===== config.mk =====
export PLATFORM = sky130hd
export DESIGN_NAME = shift_seq_ctrl
export DESIGN_NICKNAME = d
export VERILOG_FILES = /design/src/rtl/shift_seq_ctrl.sv
export SDC_FILE = /design/constraint.sdc
export NUM_CORES = 1
export LEC_CHECK = 0
export ABC_AREA = 1
export BUFFER_PORTS_ARGS = -buffer_cell sky130_fd_sc_hd__buf_2
export CORE_ASPECT_RATIO = 1.1
export CORE_UTILIZATION = 45
export CTS_BUF_LIST = sky130_fd_sc_hd__clkbuf_8 sky130_fd_sc_hd__clkbuf_16
export DETAILED_ROUTE_END_ITERATION = 7
export HOLD_SLACK_MARGIN = 0.15
export SYNTH_ARGS = -nofsm -noshare
export SYNTH_HDL_FRONTEND = slang
export SYNTH_SLANG_ARGS = --single-unit

===== constraint.sdc =====
create_clock -name clk -period 2 [get_ports clk]
set_input_delay 0.4 -clock clk [delete_from_list [all_inputs] [get_ports clk]]
set_output_delay 0.4 -clock clk [all_outputs]
set_load 0.03 [all_outputs]

===== src/rtl/shift_seq_ctrl.sv =====
// Multi-cycle 32-bit shifter sequencer: latches one request, shifts STEP bits per
// cycle until the requested amount is applied, then pulses done with the result.
//
// state   | meaning
// S_IDLE  | waiting for a request
// S_SHIFT | iterating, busy=1
// S_DONE  | one cycle with done=1, result valid; may accept a new request
module shift_seq_ctrl #(
  parameter int STEP = 4
) (
  input  logic        clk,
  input  logic        rst_n,
  input  logic        start,
  input  logic [31:0] a,
  input  logic [4:0]  shamt,
  input  logic [1:0]  select,
  output logic        busy,
  output logic        done,
  output logic [31:0] result
);

  generate
    if (!(STEP == 1 || STEP == 2 || STEP == 4 || STEP == 8 || STEP == 16)) begin : g_bad_step
      $error("shift_seq_ctrl: STEP must be 1, 2, 4, 8 or 16");
    end
  endgenerate

  localparam logic [4:0] STEP_W = 5'(STEP);

  typedef enum logic [1:0] {
    S_IDLE  = 2'd0,
    S_SHIFT = 2'd1,
    S_DONE  = 2'd2
  } state_t;

  state_t      state_q;
  logic [31:0] work_q;
  logic [4:0]  rem_q;
  logic [1:0]  mode_q;
  logic        busy_q;
  logic        done_q;
  logic [31:0] result_q;

  logic        accept;
  logic [4:0]  step_k;
  logic [31:0] shifted;

  assign accept = start && (state_q != S_SHIFT);
  assign step_k = (rem_q > STEP_W) ? STEP_W : rem_q;

  // Arithmetic fill uses the live bit 31, which still equals the original sign.
  always_comb begin
    shifted = work_q;
    case (mode_q)
      2'b00:   shifted = work_q << step_k;
      2'b01:   shifted = work_q >> step_k;
      default: shifted = $signed(work_q) >>> step_k;
    endcase
  end

  always_ff @(posedge clk or negedge rst_n) begin
    if (!rst_n) begin
      state_q  <= S_IDLE;
      work_q   <= 32'h0;
      rem_q    <= 5'd0;
      mode_q   <= 2'b00;
      busy_q   <= 1'b0;
      done_q   <= 1'b0;
      result_q <= 32'h0;
    end else if (accept) begin
      work_q <= a;
      rem_q  <= shamt;
      mode_q <= select;
      if (shamt == 5'd0) begin
        state_q  <= S_DONE;
        busy_q   <= 1'b0;
        done_q   <= 1'b1;
        result_q <= a;
      end else begin
        state_q <= S_SHIFT;
        busy_q  <= 1'b1;
        done_q  <= 1'b0;
      end
    end else begin
      case (state_q)
        S_SHIFT: begin
          work_q <= shifted;
          rem_q  <= rem_q - step_k;
          if (rem_q <= STEP_W) begin
            state_q  <= S_DONE;
            busy_q   <= 1'b0;
            done_q   <= 1'b1;
            result_q <= shifted;
          end
        end
        S_DONE: begin
          state_q <= S_IDLE;
          done_q  <= 1'b0;
        end
        default: begin
          state_q <= S_IDLE;
          busy_q  <= 1'b0;
          done_q  <= 1'b0;
        end
      endcase
    end
  end

  assign busy   = busy_q;
  assign done   = done_q;
  assign result = result_q;

endmodule


Yosys cells after proc, flatten, opt, wreduce, memory -nomap -nowiden
Cells that the tools add are included.
{"block": "totals", "regBits": 75, "output_inout_bits": 34, "word_cells": 49}
{"block": "classes", "addsub": 1, "magnitude_cmp": 2, "n_eq_ne": 7, "n_shift": 3, "mux": 22, "n_reduce_logical": 7}
{"cell": "$mux W32", "count": 6}
{"cell": "$pmux W32 S2", "count": 1}
{"cell": "$shl A32 B5 Y32", "count": 1}
{"cell": "$shr A32 B5 Y32", "count": 1}
{"cell": "$sshr A32 B5 Y32", "count": 1}
{"cell": "$mux W5", "count": 3}
{"cell": "$mux W2", "count": 4}
{"cell": "$mux W1", "count": 7}
{"cell": "$gt A5 B3 Y1 const B", "count": 1}
{"cell": "$le A5 B3 Y1 const B", "count": 1}
{"cell": "$logic_not A5 Y1", "count": 1}
{"cell": "$sub A5 B5 Y5", "count": 1}
{"cell": "$eq A2 B1 Y1 const B", "count": 2}
{"cell": "$ne A2 B1 Y1 const B", "count": 2}
{"cell": "$reduce_bool A2 Y1", "count": 2}
{"cell": "$ne A3 B3 Y1 const B", "count": 1}
{"cell": "$reduce_and A3 Y1", "count": 1}
{"cell": "$eq A2 B2 Y1 const B", "count": 1}
{"cell": "$logic_not A2 Y1", "count": 1}
{"cell": "$ne A2 B2 Y1 const B", "count": 1}
{"cell": "$pmux W1 S2", "count": 1}
{"cell": "$reduce_and A2 Y1", "count": 1}
{"cell": "$logic_and A1 B1 Y1", "count": 1}

Logic depth before layout (Yosys ltp)
Gate-level depths: netlist (run 1).
{"block": "logic_depth", "ltp_word": 7, "depth_mapped": 13, "ltp_nobuf": 12}

Worst setup path before layout (run 1)
OpenSTA, ideal clock, no wires.
{"block": "synth_path", "path_kind": "register -> register", "startpoint": "reg state_q[1]", "endpoint": "reg result_q[26] (netlist: result[26])", "arrival_time_ns": 1.661, "t_required_ns": 1.883, "slack_ns": 0.222, "path_stages_with_launch": 11, "n_path_buf": 1, "synth_period_minus_slack_ns": 1.778, "cell_sequence": "dfrtp_1 > nor2_2 > nor2_1 > inv_2 > nand2_1 > inv_2 > nand2_2 > inv_2 > buf_2 > nand3_1 > nand2_1"}
{"block": "synth_between", "elab_chain_cells": 4, "word_cells_on_any_way": 8}
{"element": "from (decl)", "line_no": "36", "rtl": "state_t state_q;"}
{"element": "from (signal assigned)", "line_no": "63", "rtl": "state_q <= S_IDLE;"}
{"element": "from (signal assigned)", "line_no": "75", "rtl": "state_q <= S_DONE;"}
{"element": "from (signal assigned)", "line_no": "80", "rtl": "state_q <= S_SHIFT;"}
{"element": "$ne A2 B1 Y1", "line_no": "48", "rtl": "assign accept = start && (state_q != S_SHIFT);"}
{"element": "$logic_and A1 B1 Y1", "line_no": "48"}
{"element": "$ne A2 B1 Y1 (no source line) or $reduce_bool A2 Y1 (tied branches)"}
{"element": "$reduce_and A3 Y1 (no source line)"}
{"element": "to (signal assigned)", "line_no": "93", "rtl": "result_q <= shifted;"}
{"element": "to (decl)", "line_no": "42", "rtl": "logic [31:0] result_q;"}
Parallel ways exist; a longest one is shown, timed or not.
A chain may end at the register's enable or synchronous reset.

Final worst setup path (run 1)
{"block": "layout_path", "startpoint": "reg rem_q[3]", "endpoint": "reg work_q[27]"}
{"block": "layout_between", "elab_chain_cells": 6, "word_cells_on_any_way": 8}
{"element": "from (decl)", "line_no": "38", "rtl": "logic [4:0] rem_q;"}
{"element": "from (signal assigned)", "line_no": "72", "rtl": "rem_q <= shamt;"}
{"element": "from (signal assigned)", "line_no": "88", "rtl": "rem_q <= rem_q - step_k;"}
{"element": "$gt A5 B3 Y1", "line_no": "49", "rtl": "assign step_k = (rem_q > STEP_W) ? STEP_W : rem_q;"}
{"element": "$mux W5 (*)", "line_no": "49"}
{"element": "$sshr A32 B5 Y32, or another cell as far along", "line_no": "57", "rtl": "default: shifted = $signed(work_q) >>> step_k;"}
{"element": "$pmux W32 S2 (*)", "line_no": "54", "rtl": "case (mode_q)"}
{"element": "$mux W32 (*)", "line_no": "85", "rtl": "case (state_q)"}
{"element": "$mux W32 (*)", "line_no": "70", "rtl": "end else if (accept) begin"}
{"element": "to (signal assigned)", "line_no": "87", "rtl": "work_q <= shifted;"}
{"element": "to (decl)", "line_no": "37", "rtl": "logic [31:0] work_q;"}
Mark *: on every way between the ends. The rest lies on a longest branch, timed or not. The select of a mux whose other input is x is not followed.

==> results by group, run 1 <==
Setup path
  – Crit-path max FO: 9
  – CP Data Required Time: 2240 ps
  – Worst Setup Path Type: flip-flop to flip-flop
  – Crit start category: flip-flop
  – CP endpoint kind: flip-flop
  – Crit path DAT: approximately 2200 ps

Clocking
  – Clock root buffer: clkbuf_16
  – # H-tree levels: 3
  – Worst-Skew Late Latency: around 350 ps
  – Total CTS buffers: 9
  – CTS Sinks: 74
  – Clk pin slew, worst setup/hold paths: roughly 60 ps
  – CTS tree: built
  – Clock tree buffer depth: 2

Status
  – Failing checks: DRC
  – Status: finished with violations

Drt
  – Post-route ant nets: 0
  – Total Wirelength: 20.2 mm
  – Vias per cell: 5.67
  – Remaining DRCs: 11
  – Drt first-iter violations: 626
  – DR WL/cell: 16.8 um
  – Vias post-DR: between 6000 and 7000
  – DRT Pass-1 Iters: 7

Synth
  – Post-synth EDFFs: 0
  – Yosys warning count: 0
  – Post-synthesis compound-gate area fraction: under 10%
  – Post-synth top cells: nand2_1, nand3_1, dfrtp_1
  – Dominant cell type by area after synthesis: dfrtp_1
  – Adder-cell share of the synthesized area: less than 1%
  – Synth Area in Simple Gates: 56.7%
  – Most frequent cell after synthesis: nand2_1
  – Top-area cell type share of the netlist area: between 30% and 40%
  – Avg Cell Area, Syn: just over 6 um^2
  – FF+latch count, synth: 74
  – Syn Inst Count: 964
  – Largest family of logic cells by synthesized area: simple AND/OR/NAND/NOR gates
  – Area contributors post-synth: dfrtp_1, nand2_1, nand3_1
  – Asr flop ratio synth: 100%
  – Netlist area before placement: roughly 0.0059 mm^2
  – Top FF cell, synth: dfrtp_1
  – Synth cell types: 30
  – Post-synthesis sequential area ratio: 31.3%
  – Syn_nets: around 1000
  – Mux contribution to synthesized area: 0%
  – Xor and xnor area share after synthesis: 0.148%

STA
  – Final Max Tran Viols: 0
  – Peak Freq: 515 MHz
  – Slew HR: 65.8%
  – Hold WS: 258 ps
  – Worst Max-Slew Pin Slew: 507 ps
  – # setup viols final: 0
  – Tcrit/Tclk final: between 90 and 100%
  – Final setup skew: 10.1 ps
  – RSZ-0062 raised after global routing: yes
  – Crit path time final: 1940 ps
  – Final WS setup: 58.0 ps
  – Final hold violations: 0

Finish
  – Layout Area Growth over Synthesis: 22.0%
  – Nets@finish: 1087
  – Fillers: roughly 1300
  – Post-layout util: 56.8%
  – Layout cells sized above 1: 20.7%
  – Layout Cells excl Fill: 1206
  – Diode count: 0

Global routing
  – Global-route wire length before repair: 31.3 mm
  – Number of global-route vias before repair: 6096
  – GR Overflow Total: 0
  – Pin count of the biggest net entering global routing: 64
  – All-Layer GR Usage: 29.5%
  – Initial antenna violation count: 0

Placement
  – Setup WS pre-CTS: between 30 and 40 ps
  – HPWL Detailed: 13.9 mm
  – GPL Wtd Cong: ~0.94
  – Placed cells: around 1200
  – Port Buffers: 75

Die
  – # IOs: 76
  – Starting density of the core: 46.6%
  – Core outline area: ~0.013 mm^2
  – Rows: 43
  – Chip width: 111 um
  – Die height: between 100 and 150 um
  – Die area: 0.0136 mm^2

Power and ir drop
  – Leak: just under 4 nW
  – Worst vdd ir: 690 uV
  – PwrDens: 2020 mW/mm^2

Run
  – Maxcap violations: 0

Min path
  – Worst Hold Class: primary input to flip-flop
==> area by class of cell <==
class / instances / area, um^2 / area share [%]
inverter: 54 / 208 / 2.88
clock buffer: 10 / 239 / 3.31
sequential: 74 / 1850 / 25.7
timing repair buffer: 128 / 1010 / 14.1
tap: 157 / 196 / 2.72
multi-input combinational: 777 / 3650 / 50.5
clock inverter: 6 / 58.8 / 0.815
==> stage by stage <==
stage	total power [mW]	TNS, ps	cell area, um^2
CTS	14.0	0	6980
detailed placement	12.3	0	6670
global route	15.7	-208	7210
floorplan	9.36	0	5910
finish	14.6	0	7210
global placement	12.3	0	6670
==> sequential cells by signal, summed over array words and instances, names as in the netlist <==
signal,flops
result,32
state_q,2
mode_q,2
work_q,32
rem_q,5
busy,1
==> cells in the final DEF (no fill, tap or decap), types with 2 or more instances in the layout <==
cell type,n
o21ai_0,7
buf_4,34
or2_2,31
buf_6,2
nand3_1,234
buf_12,14
o211ai_1,2
nor2_2,4
nand2_2,10
inv_2,7
dfrtp_1,74
nor2_4,3
a21oi_2,2
nand2_1,363
nand3_2,5
inv_1,48
clkbuf_16,12
nand4_1,27
nand3_4,2
o21ai_1,4
nor2_1,49
nand4_2,10
buf_2,74
a21oi_1,15
==> final timing paths <==
check                                  startpoint                     end  slack [ps]  cells past startpoint
min in group asynchronous                   rst_n  state_q[1]$_DFFE_PN0P_         550                      2
max reg2reg                  rem_q[3]$_DFFE_PN0P_  work_q[27]$_DFFE_PN0P_          60                     13
min reg2reg                result[10]$_DFFE_PN0P_  result[10]$_DFFE_PN0P_         470                      2
min                                     select[1]   mode_q[1]$_DFFE_PN0P_         260                      3
max in group asynchronous                   rst_n  result[22]$_DFFE_PN0P_         860                      3
max                          rem_q[3]$_DFFE_PN0P_  work_q[27]$_DFFE_PN0P_          60                     13
==> timing repair <==
| action | 4_1_cts | 5_1_grt |
|---|---|---|
| buffers inserted | 0 | 7 |
| endpoints found under the hold margin | 36 | 0 |
| hold buffers | 1 | 0 |
| endpoints found under the setup margin | 0 | 45 |
| gates resized for setup | 0 | 23 |
==> critical path: stages (launching register included) <==
cell	delay [ps]
dfrtp_1	420
nor2_4	140
buf_12	140
buf_6	120
clkbuf_16	150
nand4_2	140
nand3_2	130
nand2_1	90
nand2_1	70
nand2_1	50
nor2_1	130
nand2_1	100
nand3_1	70
nand2_1	60
==> layer usage <==
layer	global-route usage, %	up-vias	wire length, um
met5	0	-	0
met4	12.3	0	622
met3	4.53	53	1220
met2	45.9	288	8950
met1	40.9	3174	9420
li1	-	3320	-
==> where the power goes <==
part	internal [mW]	switching, mW
Clock	0.990	0.654
Combinational	3.39	6.71
Sequential	2.29	0.523
Total	6.67	7.89
==> cells by family (layout without fill, tap and decap cells) <==
logic type / after synthesis / in the layout
DFF: 74 / 74
AOI/OAI and AO/OA: 34 / 34
buffers and inverters: 113 / 198
other: 1 / 1
adders and majority gates: 1 / 1
and+or+nand+nor: 740 / 740
xor gates and xnor gates: 1 / 1
(Power assumes the default switching activity.)
==> run 2, diff against run 1 <==
--- a/config.mk
+++ b/config.mk
@@ -5,7 +5,6 @@
 export SDC_FILE = /design/constraint.sdc
 export NUM_CORES = 1
 export LEC_CHECK = 0
-export ABC_AREA = 1
 export BUFFER_PORTS_ARGS = -buffer_cell sky130_fd_sc_hd__buf_2
 export CORE_ASPECT_RATIO = 1.1
 export CORE_UTILIZATION = 45
==> run 2 against run 1 <==
The flow finishes with violations (DRC, setup timing). Highest routed layer unchanged. Core utilization grew 7.9 points. Clock power about the same. Critical endpoint is now work_q[23]$_DFFE_PN0P_. Via count decreased by 6.3%. Maximum frequency decreased by 17%. Area after synthesis rose by 0.30%. Total power rose by 16%. Final area increased by 14%. Count of clock-buffer cells in the layout unchanged. Hold slack worse by 4.2 ps. Clock skew fell by 2.3 ps. Non-clock buffer count increased by 84. Combinational power grew 17%.
==> results by group, run 2 <==
Status
  – Status: finished with violations
  – Failing checks: DRC, setup timing

Min path
  – Worst Hold Class: primary input to flip-flop
  – Hold Path Stages: 3 (unchanged)

Synth
  – Mux contribution to synthesized area: 21.3% (+21 points)
  – Post-synth top cells: nand2_1, dfrtp_1, clkbuf_1
  – Post-synth EDFFs: 0 (unchanged)
  – Post-synthesis sequential area ratio: 31.2% (-0.093 points)
  – Largest family of logic cells by synthesized area: compound AO/OA/AOI/OAI gates
  – FF+latch count, synth: 74 (unchanged)
  – Top-area cell type share of the netlist area: 31.2% (-0.093 points)
  – Asr flop ratio synth: 100% (unchanged)
  – Area contributors post-synth: dfrtp_1, mux4_2, nand2_1
  – Yosys warning count: 0 (unchanged)
  – Dominant cell type by area after synthesis: dfrtp_1
  – Avg Cell Area, Syn: 8.83 um^2 (+44%)
  – Post-synthesis compound-gate area fraction: 24.3% (+21 points)
  – Xor and xnor area share after synthesis: 0% (-0.15 points)
  – Most frequent cell after synthesis: nand2_1
  – Netlist area before placement: 0.00593 mm^2 (+0.30%)
  – Adder-cell share of the synthesized area: 0.211% (-0.00063 points)
  – Top FF cell, synth: dfrtp_1
  – Synth Area in Simple Gates: 16.3% (-40 points)
  – Synth cell types: 66 (+120%)
  – Syn Inst Count: 671 (-30%)
  – Syn_nets: 714 (-29%)

Global routing
  – Pin count of the biggest net entering global routing: 34 (-47%)
  – Number of global-route vias before repair: 6047 (-0.80%)
  – Global-route wire length before repair: 33.0 mm (+5.6%)
  – GR Overflow Total: 0 (unchanged)
  – Initial antenna violation count: 0 (unchanged)
  – All-Layer GR Usage: 31.6% (+2.1 points)

STA
  – Final setup skew: 7.78 ps (-2.32 ps)
  – Crit path time final: 2330 ps (+385 ps)
  – Final hold violations: 0 (unchanged)
  – Slew HR: 67.4% (+1.6 points)
  – Final Max Tran Viols: 0 (unchanged)
  – RSZ-0062 raised after global routing: yes
  – Final WS setup: -327 ps (-385 ps)
  – Worst Max-Slew Pin Slew: 477 ps (-30.5 ps)
  – # setup viols final: 56 (+56)
  – Tcrit/Tclk final: 116% (+19 points)
  – Peak Freq: 430 MHz (-17%)
  – Final setup TNS: -11020 ps (-11020 ps)

Drt
  – Drt first-iter violations: 679 (+8.5%)
  – Vias post-DR: 6402 (-6.3%)
  – Post-route ant nets: 0 (unchanged)
  – Vias per cell: 6.64 (+17%)
  – DRT Pass-1 Iters: 8 (+1)
  – DR WL/cell: 22.6 um (+35%)
  – Total Wirelength: 21.8 mm (+7.8%)
  – Remaining DRCs: 6 (-5)

Finish
  – Nets@finish: 847 (-22%)
  – Layout Area Growth over Synthesis: 39.1%
  – Most common cell after layout, fill and taps aside: buf_4
  – Layout cells sized above 1: 44.4% (+24 points)
  – Most frequent cells in the layout: buf_4, nand2_1, buf_2
  – Diode count: 0 (unchanged)

Setup path
  – R2R depth: 8 (-5)
  – Worst Setup Path Type: flip-flop to flip-flop
  – CP max-delay cell: mux4_2
  – CP endpoint kind: flip-flop
  – Top Family by Delay on Critical Path: compound AO/OA/AOI/OAI gates
  – CP Data Required Time: 2230 ps (about the same)
  – Crit start category: flip-flop
  – Crit-path max FO: 5 (-4)
  – Critical path's largest stage delay: 520 ps (+100 ps)
  – Reg2Reg Setup Slack: -330 ps (-380 ps)
  – Buf/Inv on CP: 3 (unchanged)
  – Crit-path cells: buf_6 -> nor4b_4 -> buf_4 -> buf_12 -> mux4_2 -> a2111oi_4 -> a31oi_1 -> a22o_1
  – Worst path depth: 8 (-5)
  – Crit path DAT: 2560 ps (+380 ps)

Clocking
  – Clock tree buffer depth: 2 (unchanged)
  – # H-tree levels: 3 (unchanged)
  – CTS tree: built
  – Clk pin slew, worst setup/hold paths: 60 ps (about the same)
  – Clock root buffer: clkbuf_16
  – CTS Sinks: 74 (unchanged)
  – Worst-Skew Late Latency: 350 ps (about the same)
  – Total CTS buffers: 9 (unchanged)

Power and ir drop
  – Clock share of power: 9.5% (-1.8 points)
  – PwrDens: 2050 mW/mm^2 (+1.3%)
  – Pint: 8.81 mW (+32%)
  – Switching Share: 47.8% (-6.4 points)
  – Leak: 3.54 nW (-9.8%)
  – Reg power frac: 20.6% (+1.3 points)
  – Worst vdd ir: 1060 uV (+53%)
  – P_sw: 8.05 mW (+2.1%)
  – Comb power frac: 69.9% (+0.5 points)

Placement
  – Setup WS pre-CTS: -384 ps (-417 ps)
  – Port Buffers: 75 (unchanged)
  – GPL Wtd Cong: 0.899 (-3.8%)
  – HPWL Detailed: 14.5 mm (+4.5%)

Die
  – Starting density of the core: 46.5% (-0.059 points)
  – # IOs: 76 (unchanged)
  – Rows: 43 (unchanged)
  – Die height: 122 um (+0.15%)
  – Core outline area: 0.0128 mm^2 (+0.42%)
  – Die area: 0.0136 mm^2 (+0.29%)
  – Chip width: 111 um (+0.14%)

Run
  – Maxcap violations: 0 (unchanged)
run 2: cell count changes in the layout (fill, tap and decap cells not counted), sizes merged, moves of 20 or more:
cell,change
nand2,-268
nand3,-228
buf,+84
inv,-51
mux4,+38
nand4,-34
or2,-30
o21ai,+29
mux2i,+26
a22o,+24
a211oi,+23
a21oi,+20
run 2: layer usage:
metal / global-route usage [%] / routed length (um) / up-vias
met5: 0 / 0 / -
met4: 16.8 / 682 / 0
met3: 5.09 / 2080 / 71
met2: 48.7 / 9990 / 422
met1: 42.9 / 9040 / 3130
li1: - / - / 2779
run 2: cells by family (layout without fill, tap and decap cells):
kind of cell	after synthesis	in the layout
flops	74	74
buf+inv	96	232
fa+ha+maj	1	1
simple gates	214	214
other cells	1	1
mux	77	77
compound gates	208	208
run 2: cell type report:
type | instances | area [um^2]
repair buffers | 212 | 1710
flip-flops and latches | 74 | 1850
multi-input cells | 501 | 4170
clock inverters | 4 | 53.8
clock buffers | 10 | 239
fillers | 1002 | 4500
inverters | 6 | 22.5
well taps | 157 | 196
run 2: power by group through the flow:
stage / sequential, mW / clock (mW) / combinational [mW]
after detailed placement: 3.37 / 0 / 9.83
after global routing: 3.52 / 1.71 / 12.5
after floorplan: 3.33 / 0 / 6.46
after global placement: 3.35 / 0 / 9.69
after CTS: 3.37 / 1.65 / 10.7
final: 3.47 / 1.61 / 11.8
run 2: worst paths after layout:
kind	from	endpoint
setup / recovery	rem_q[3]$_DFFE_PN0P_	work_q[23]$_DFFE_PN0P_
hold / removal	select[0]	mode_q[0]$_DFFE_PN0P_
setup reg to reg	rem_q[3]$_DFFE_PN0P_	work_q[23]$_DFFE_PN0P_
hold reg to reg	result[7]$_DFFE_PN0P_	result[7]$_DFFE_PN0P_
max in group asynchronous	rst_n	result[5]$_DFFE_PN0P_
min in group asynchronous	rst_n	result[31]$_DFFE_PN0P_
run 2: repair_timing:
action	in CTS	in global routing
setup buffers	18	19
setup endpoints to repair	59	64
pin swaps	25	43
cloned	1	2
hold endpoints to repair	20	0
resized for setup	61	62
hold buffers	1	0
run 2: worst min-delay path, delay by kind of cell:
| family | cells | cell delay [ps] |
|---|---|---|
| and+or+nand+nor | 2 | 90 |
| buffers and inverters | 1 | 70 |
run 2: stage by stage:
stage               power [mW]  utilization [%]  area [um^2]  hold slack, ps  instances
CTS                       15.7             61.2         7800             246        945
finish                    16.9             64.7         8250             253        964
global placement          13.0             55.4         7070             319        912
detailed placement        13.2             55.4         7070             321        912
floorplan                 9.79                -         6050             104        671
global route              17.7             64.7         8250             268        964
